**src/rtl/vblank_scheduler_if.sv**
```systemverilog
// vblank_scheduler_if: sync-generator inputs, client handshake and status bundle for the vblank scheduler
interface vblank_scheduler_if #(parameter int NCLIENT = 4);
  logic               disp_en;
  logic [31:0]        row;
  logic [NCLIENT-1:0] client_en;
  logic [NCLIENT-1:0] done;
  logic [NCLIENT-1:0] req;
  logic               busy;
  logic [2:0]         active_client;
  logic               frame_done;
  logic               overrun;
  logic [NCLIENT-1:0] timeout_err;
  logic [15:0]        frame_cnt;
  modport master (
    input  disp_en, row, client_en, done,
    output req, busy, active_client, frame_done, overrun, timeout_err, frame_cnt
  );
  modport slave (
    output disp_en, row, client_en, done,
    input  req, busy, active_client, frame_done, overrun, timeout_err, frame_cnt
  );
endinterface

```
**src/rtl/vblank_scheduler.sv**
```systemverilog
// vblank_scheduler: grants each enabled game-logic client in turn during vertical blanking
module vblank_scheduler #(
  parameter int NCLIENT = 4,
  parameter int TIMEOUT = 4096,
  parameter int V_DISP  = 480
) (
  input logic               vga_clk,
  input logic               reset,
  vblank_scheduler_if.master bus
);
  localparam int CW = $clog2(TIMEOUT + 1);
  typedef enum logic [1:0] {IDLE, GRANT, WAIT, FIN} state_t;
  state_t             state, state_nxt;
  logic               disp_en_q;
  logic [NCLIENT-1:0] en_l, sel;
  logic [2:0]         idx, first_idx, next_idx;
  logic               has_next;
  logic [CW-1:0]      cnt;
  logic               vblank_start, vis_start, abort, tmo, done_cur, hit;
  // a falling display-enable only counts as vblank on the last visible line
  assign vblank_start = disp_en_q && !bus.disp_en && bus.row == 32'(V_DISP - 1);
  assign vis_start    = !disp_en_q && bus.disp_en;
  assign abort        = vis_start && bus.busy;
  assign sel          = NCLIENT'(1) << idx;
  assign done_cur     = |(bus.done & sel);
  assign tmo          = cnt == CW'(TIMEOUT - 1);
  assign hit          = done_cur || tmo;
  // lowest enabled client at vblank start, and next latched client above the current one
  always_comb begin
    first_idx = '0;
    next_idx  = '0;
    has_next  = 1'b0;
    for (int i = NCLIENT - 1; i >= 0; i--) begin
      if (bus.client_en[i]) first_idx = 3'(i);
      if (en_l[i] && 3'(i) > idx) begin
        next_idx = 3'(i);
        has_next = 1'b1;
      end
    end
  end
  // state register
  always_ff @(posedge vga_clk or posedge reset) begin
    if (reset) state <= IDLE;
    else state <= state_nxt;
  end
  // next-state: overrun abort takes priority over done or timeout
  always_comb begin
    state_nxt = state == IDLE  ? (vblank_start ? (|bus.client_en ? GRANT : FIN) : IDLE)
              : state == GRANT ? (abort ? IDLE : WAIT)
              : state == WAIT  ? (abort ? IDLE : !hit ? WAIT : has_next ? GRANT : FIN)
              : IDLE;
  end
  // grant is a level tied to WAIT so an asynchronous reset drops it at once
  always_comb begin
    bus.req = state == WAIT ? sel : '0;
  end
  // per-frame bookkeeping, timeout counter and registered status pulses
  always_ff @(posedge vga_clk or posedge reset) begin
    if (reset) begin
      disp_en_q         <= 1'b0;
      en_l              <= '0;
      idx               <= '0;
      cnt               <= '0;
      bus.busy          <= 1'b0;
      bus.active_client <= '0;
      bus.frame_done    <= 1'b0;
      bus.overrun       <= 1'b0;
      bus.timeout_err   <= '0;
      bus.frame_cnt     <= '0;
    end else begin
      disp_en_q      <= bus.disp_en;
      bus.frame_done <= state == FIN && !abort;
      bus.overrun    <= abort;
      if (abort || state == FIN) bus.busy <= 1'b0;
      else if (state == GRANT) bus.busy <= 1'b1;
      if (state == IDLE && vblank_start) begin
        en_l            <= bus.client_en;
        idx             <= first_idx;
        bus.timeout_err <= '0;
        bus.frame_cnt   <= bus.frame_cnt + 16'd1;
      end
      if (state == GRANT && !abort) begin
        bus.active_client <= idx;
        cnt               <= '0;
      end
      if (state == WAIT && !abort) begin
        cnt <= cnt + CW'(1);
        if (hit) begin
          if (!done_cur) bus.timeout_err <= bus.timeout_err | sel;
          idx <= next_idx;
        end
      end
    end
  end
endmodule

```
**src/flat_wrapper.sv**
```systemverilog
// flat-port wrapper written by rule: the top's interface ports become plain ports
module vblank_scheduler_flat 
#(
  parameter int NCLIENT = 4,
  parameter int TIMEOUT = 4096,
  parameter int V_DISP  = 480
)
  (vga_clk, reset, bus_disp_en, bus_row, bus_client_en, bus_done, bus_req, bus_busy, bus_active_client, bus_frame_done, bus_overrun, bus_timeout_err, bus_frame_cnt);
  vblank_scheduler_if #(.NCLIENT(NCLIENT)) bus_i ();
  input logic vga_clk;
  input logic reset;
  input wire logic [$bits(bus_i.disp_en)-1:0] bus_disp_en;
  input wire logic [$bits(bus_i.row)-1:0] bus_row;
  input wire logic [$bits(bus_i.client_en)-1:0] bus_client_en;
  input wire logic [$bits(bus_i.done)-1:0] bus_done;
  output wire logic [$bits(bus_i.req)-1:0] bus_req;
  output wire logic [$bits(bus_i.busy)-1:0] bus_busy;
  output wire logic [$bits(bus_i.active_client)-1:0] bus_active_client;
  output wire logic [$bits(bus_i.frame_done)-1:0] bus_frame_done;
  output wire logic [$bits(bus_i.overrun)-1:0] bus_overrun;
  output wire logic [$bits(bus_i.timeout_err)-1:0] bus_timeout_err;
  output wire logic [$bits(bus_i.frame_cnt)-1:0] bus_frame_cnt;
  assign bus_i.disp_en = bus_disp_en;
  assign bus_i.row = bus_row;
  assign bus_i.client_en = bus_client_en;
  assign bus_i.done = bus_done;
  assign bus_req = bus_i.req;
  assign bus_busy = bus_i.busy;
  assign bus_active_client = bus_i.active_client;
  assign bus_frame_done = bus_i.frame_done;
  assign bus_overrun = bus_i.overrun;
  assign bus_timeout_err = bus_i.timeout_err;
  assign bus_frame_cnt = bus_i.frame_cnt;
  vblank_scheduler #(.NCLIENT(NCLIENT), .TIMEOUT(TIMEOUT), .V_DISP(V_DISP)) u_core (.vga_clk(vga_clk), .reset(reset), .bus(bus_i));
endmodule
```
**config.mk**
```make
export PLATFORM = sky130hd
export DESIGN_NAME = vblank_scheduler_flat
export DESIGN_NICKNAME = d
export VERILOG_FILES = /design/src/rtl/vblank_scheduler_if.sv /design/src/rtl/vblank_scheduler.sv /design/src/flat_wrapper.sv
export SDC_FILE = /design/constraint.sdc
export NUM_CORES = 1
export LEC_CHECK = 0
export BUFFER_PORTS_ARGS = -buffer_cell sky130_fd_sc_hd__clkbuf_2
export CORE_UTILIZATION = 40
export DETAILED_ROUTE_END_ITERATION = 12
export GPL_TIMING_DRIVEN = 0
export PLACE_DENSITY = 0.66
export SLEW_MARGIN = 30
export SYNTH_ARGS = -nofsm -noshare
export SYNTH_HDL_FRONTEND = slang
export SYNTH_SLANG_ARGS = --single-unit
```
**constraint.sdc**
```tcl
create_clock -name vga_clk -period 2.2 [get_ports vga_clk]
set_input_delay 0.22 -clock vga_clk [delete_from_list [all_inputs] [get_ports vga_clk]]
set_output_delay 0.22 -clock vga_clk [all_outputs]
set_load 0.02 [all_outputs]
```
Word level (Yosys, flattened, before mapping)
Index checks and enable logic that the tools add are counted.
{"block": "word_totals", "ff_bits": 49, "input_bits": 43}
{"block": "classes", "addsub": 2, "order_cmp": 4, "n_eq_ne": 5, "n_shift": 1, "n_mux": 33, "bitwise_logic": 2, "n_reduce_logical": 22}
{"operator": "2-bit 2-to-1 mux", "count": 17}
{"operator": "32-bit by 9-bit equality test with 1-bit output (second input constant)", "count": 1}
{"operator": "13-bit 2-to-1 mux", "count": 2}
{"operator": "4-bit 2-to-1 mux", "count": 5}
{"operator": "16-bit by 1-bit adder with 16-bit output (second input constant)", "count": 1}
{"operator": "13-bit by 1-bit adder with 13-bit output (second input constant)", "count": 1}
{"operator": "13-bit by 12-bit equality test with 1-bit output (second input constant)", "count": 1}
{"operator": "1-bit logical AND", "count": 12}
{"operator": "3-bit 2-to-1 mux", "count": 3}
{"operator": "4-bit OR reduction", "count": 2}
{"operator": "1-bit by 3-bit greater-than comparator with 1-bit output (first input constant)", "count": 2}
{"operator": "2-bit by 3-bit greater-than comparator with 1-bit output (first input constant)", "count": 2}
{"operator": "1-bit 2-to-1 mux", "count": 6}
{"operator": "4-bit AND", "count": 1}
{"operator": "2-bit equality test (second input constant)", "count": 2}
{"operator": "4-bit OR", "count": 1}
{"operator": "2-bit nonzero test", "count": 2}
{"operator": "1-bit by 3-bit << shifter with 4-bit output (first input constant)", "count": 1}
{"operator": "1-bit logical NOT", "count": 3}
{"operator": "2-bit by 1-bit equality test with 1-bit output (second input constant)", "count": 1}
{"operator": "2-bit logical NOT", "count": 1}
{"operator": "1-bit logical OR", "count": 2}

Longest topological paths before layout
{"block": "logic_depth", "ltp_word": 12, "mapped_depth": 7, "depth_no_buf": 6}

Least setup slack after synthesis
No wires, ideal clock.
{"block": "synth_timing", "path_kind": "reg2reg", "from": "register u_core.bus.busy", "to": "register u_core.cnt[5]", "setup_time_ns": 0.125, "arrival_ns": 1.745, "required_time_ns": 2.075, "setup_slack_ns": 0.330, "stages_incl_launch_ff": 8, "path_buffers": 2, "synth_period_minus_slack_ns": 1.870, "path_cell_list": "dfrtp_1 -> and3b_1 -> buf_6 -> or3b_2 -> and2_0 -> clkbuf_1 -> o21ai_0 -> o21ai_1"}
{"block": "synth_between", "elab_chain_cells": 4}
{"element": "start: declaration", "line_no": "vblank_scheduler_if.sv:16", "source": "output req, busy, active_client, frame_done, overrun, timeout_err, frame_cnt"}
{"element": "start signal: assignment", "line_no": "vblank_scheduler.sv:64", "source": "bus.busy <= 1'b0;"}
{"element": "start signal: assignment", "line_no": "vblank_scheduler.sv:74", "source": "if (abort || state == FIN) bus.busy <= 1'b0;"}
{"element": "start signal: assignment", "line_no": "vblank_scheduler.sv:75", "source": "else if (state == GRANT) bus.busy <= 1'b1;"}
{"element": "1-bit logical AND (*)", "line_no": "vblank_scheduler.sv:23", "source": "assign abort = vis_start && bus.busy;"}
{"element": "via u_core.abort", "line_no": "vblank_scheduler.sv:19", "source": "logic vblank_start, vis_start, abort, tmo, done_cur, hit;"}
{"element": "1-bit logical NOT (*)", "line_no": "vblank_scheduler.sv:82, vblank_scheduler.sv:86"}
{"element": "1-bit logical AND (on tied branches)", "line_no": "vblank_scheduler.sv:86, vblank_scheduler.sv:82"}
{"element": "13-bit 2-to-1 mux / 2-bit nonzero test (equally long branches)"}
{"element": "end signal: assignment", "line_no": "vblank_scheduler.sv:87", "source": "cnt <= cnt + CW'(1);"}
{"element": "end: declaration", "line_no": "vblank_scheduler.sv:18", "source": "logic [CW-1:0] cnt;"}
Mark *: on every way through the listed nets, which the timed path passes. The rest lies on a longest branch.
A chain may end at the register's enable or synchronous reset.

Worst setup path in the final report
{"block": "layout_timing", "from": "register u_core.state[0]", "to": "register u_core.bus.frame_cnt[3]"}
{"block": "layout_between", "elab_chain_cells": 2}
{"element": "start: declaration", "line_no": "vblank_scheduler.sv:13", "source": "state_t state, state_nxt;"}
{"element": "start signal: assignment", "line_no": "vblank_scheduler.sv:44", "source": "else state <= state_nxt;"}
{"element": "2-bit logical NOT", "line_no": "vblank_scheduler.sv:76", "source": "if (state == IDLE && vblank_start) begin"}
{"element": "1-bit logical AND", "line_no": "vblank_scheduler.sv:76"}
{"element": "end signal: assignment", "line_no": "vblank_scheduler.sv:80", "source": "bus.frame_cnt <= bus.frame_cnt + 16'd1;"}
{"element": "end: declaration", "line_no": "vblank_scheduler_if.sv:16"}
No other way between the ends.

==> qor.csv <==
metric;value;unit
hold_violations;0;
clockPowerShare;36.0;%
grt_pass1_vias;1951;
clock_skew;0.00931;ns
cts.htree.levels;2;
worstPathRequired;2.39;ns
async_flop_share;100;%
status;completed;
grt_max_degree;49;
synthTopCellsByArea;dfrtp_1 (50%), xnor2_1 (5.5%), nand2_1 (4.1%);
synth-seq-cells;48;
insertedDiodeCount;0;
clockRootBuffer;clkbuf_8;
place_inst;388;
drive_above_1_share;31.7;%
area_delta_synth_final;23.5;%
syn_inst;244;
synth_edf_count;0;
die_area;6330;um^2
pwr_density_cell;512;nW/um^2
start_util;42.6;%
cp-startpoint;u_core.state[0];
avgRoutedWirePerCell;13.3;um
place.gp.congestion;0.833;
p_leak;0.00148;uW
ir_drop;0.000274;V
vias_per_cell;5.28;
coreArea;5640;um^2
p_seq_share;58.4;%
yosysUniqueCellTypes;48;
cts_tree;built;
grt_pass1_wl;8.80;mm
die_x;79.5;um
std_cell_rows;27;
min_period_over_period;87.4;%
hold_start;bus_disp_en;
path_cells;nor4b_1 -> nand4_1 -> nor3_2 -> buf_2 -> buf_4 -> nand2_1 -> xnor2_1;
detail-route-antenna-nets;0;
path_buf_inv;2;
switching_share;22.6;%
seq_area_frac_synth;49.9;%
slew_headroom;60.9;%
numCtsBuffers;5;
io_pins;73;
end_kind;register;
antenna_found_initial;0;
path_max_fanout;10;
critPathTopFamily;simple AND/OR/NAND/NOR gates;
switching_power;343;uW
setup_viol;0;
fin_cells;397;
min_period;1.92;ns
finalSetupTns;0;ns
worst_pin_slew;0.586;ns
hold_path.class;in -> reg;
cts_setup_buffers;0;
clk_pin_slew;0.09;ns
grt_overflow;0;
slowest_delay;0.45;ns
grt_usage;18.0;%
combinationalPowerShare;5.5;%
rsz0062_at_grt;no;
mappedNetlistArea;2400;um^2
fin_nets;369;
yosysWarnings;0;
num_vias;2096;
startpoint_type;register;
synth_top_area_share;49.9;%
synth_top_area_cell;dfrtp_1;
drc_errors;0;
synth_nets;289;
die_h;79.5;um
clock_latency;0.31;ns
portBuffers;72;
maxCapViolations;0;
drt_iter0_markers;109;
timing.final.max_slew_violations;0;
hpwl;3.98;mm
wl;5.27;mm
fmax;520;MHz
crit_path_top_delay_cell;dfrtp_1;
path_class;reg -> reg;
cts_sinks;48;
internal_power;1180;uW
synthFlopType;dfrtp_1;
first_pass_iters;4;
syn_avg_cell_area;9.86;um^2
clockBufferDepth;2;
worstReg2RegStart;u_core.state[0];
cp.arrival;2.11;ns
[metrics by stage]
stage / total power [uW] / util, % / setup WS [ns] / area (um^2) / hold WS (ns)
5_1_grt: 1570 / 52.7 / 0.0970 / 2970 / 0.0543
3_5_place_dp: 991 / 50.7 / 0.0937 / 2860 / 0.328
4_1_cts: 1530 / 52.5 / 0.103 / 2960 / 0.0513
6_report: 1520 / 52.7 / 0.277 / 2970 / 0.0570
2_1_floorplan: 940 / - / 0.330 / 2400 / 0.251
3_3_place_gp: 989 / 50.6 / 0.130 / 2860 / 0.363
[path summary, 6_finish.rpt]
| check | cells past startpoint | slack, ns | end |
|---|---|---|---|
| max | 7 | 0.28 | u_core.bus.frame_cnt[3] |
| min | 1 | 0.06 | u_core.disp_en_q |
| max reg2reg | 7 | 0.28 | u_core.bus.frame_cnt[3] |
| min reg2reg | 1 | 0.47 | u_core.cnt[7] |
| max in group asynchronous | 3 | 1.28 | u_core.bus.frame_done |
| min in group asynchronous | 3 | 0.51 | u_core.cnt[8] |
[worst reg2reg max path, cell delays in order, from the launching register on]
cell     delay (ns)
dfrtp_1        0.45
nor4b_1        0.25
nand4_1        0.14
nor3_2         0.28
buf_2          0.26
buf_4          0.22
nand2_1        0.08
xnor2_1        0.13
[placed cells by master (no fill, tap or decap), types with 8 or more instances in the layout]
master / n
a21oi_1: 8
and3_1: 8
clkbuf_2: 72
dfrtp_1: 48
inv_1: 9
nand2_1: 26
nand3_1: 14
nand4_1: 9
nor2_1: 20
o21ai_0: 15
xnor2_1: 15
[state kept, by name, indices dropped and copies added (netlist names)]
name                      flops
u_core.bus.frame_cnt         16
u_core.cnt                   13
u_core.bus.timeout_err        4
u_core.bus.active_client      3
u_core.en_l                   3
u_core.idx                    3
u_core.state                  2
u_core.bus.busy               1
u_core.bus.frame_done         1
u_core.bus.overrun            1
u_core.disp_en_q              1
[cell families after synthesis]
| family | share of synthesized area (%) |
|---|---|
| mux | 4.06 |
| compound gates | 10.7 |
| buf+inv | 4.21 |
| simple gates | 24.2 |
| xor+xnor | 5.83 |
| flops | 49.9 |
| fa+ha+maj | 1.04 |
[layout make-up]
class	count	area, um^2
Fill cell	518	2670
Buffer	11	63.8
Multi-Input combinational cell	175	1110
Clock buffer	6	82.6
Sequential cell	48	1200
Clock inverter	2	10.0
Tap cell	72	90.1
Inverter	10	40.0
Timing Repair Buffer	73	370
[metal layers]
metal | part of all wire, % | GRT usage (%) | up-vias
li1 | - | - | 1029
met1 | 47 | 23.8 | 998
met2 | 47 | 29.1 | 64
met3 | 4.8 | 3.89 | 5
met4 | 1.3 | 6.00 | 0
met5 | 0 | 0 | -
[cells in the mapped netlist (2+ instances only)]
master	count
nor4_1	4
ha_1	2
mux2i_1	3
nor3_1	3
o21ai_0	15
and2_1	2
nand2_1	26
a21oi_1	8
dfrtp_1	48
nor2_1	20
o22ai_2	2
and3b_1	2
nand3_1	14
xnor2_1	15
nand4_1	9
nor4b_1	3
nor3b_1	2
and3_1	8
buf_2	3
o31ai_1	2
clkbuf_1	5
and4_1	3
inv_1	10
buf_6	2
a31oi_1	4
o21ai_1	4
mux2_2	4
[what timing repair did]
action | in CTS | in global routing
endpoints found under the setup margin | 0 | 2
hold buffers | 1 | 0
endpoints found under the hold margin | 13 | 0
gates resized for setup | 0 | 2
[power groups by stage]
| stage | Clock [uW] | Combinational [uW] | Sequential (uW) |
|---|---|---|---|
| 5_1_grt | 591 | 93.4 | 890 |
| 3_5_place_dp | 0 | 84.8 | 907 |
| 2_1_floorplan | 0 | 29.0 | 911 |
| 4_1_cts | 558 | 86.4 | 889 |
| 6_report | 548 | 84.0 | 889 |
| 3_3_place_gp | 0 | 82.6 | 907 |
Note: power is estimated with default switching activity, not from simulation.
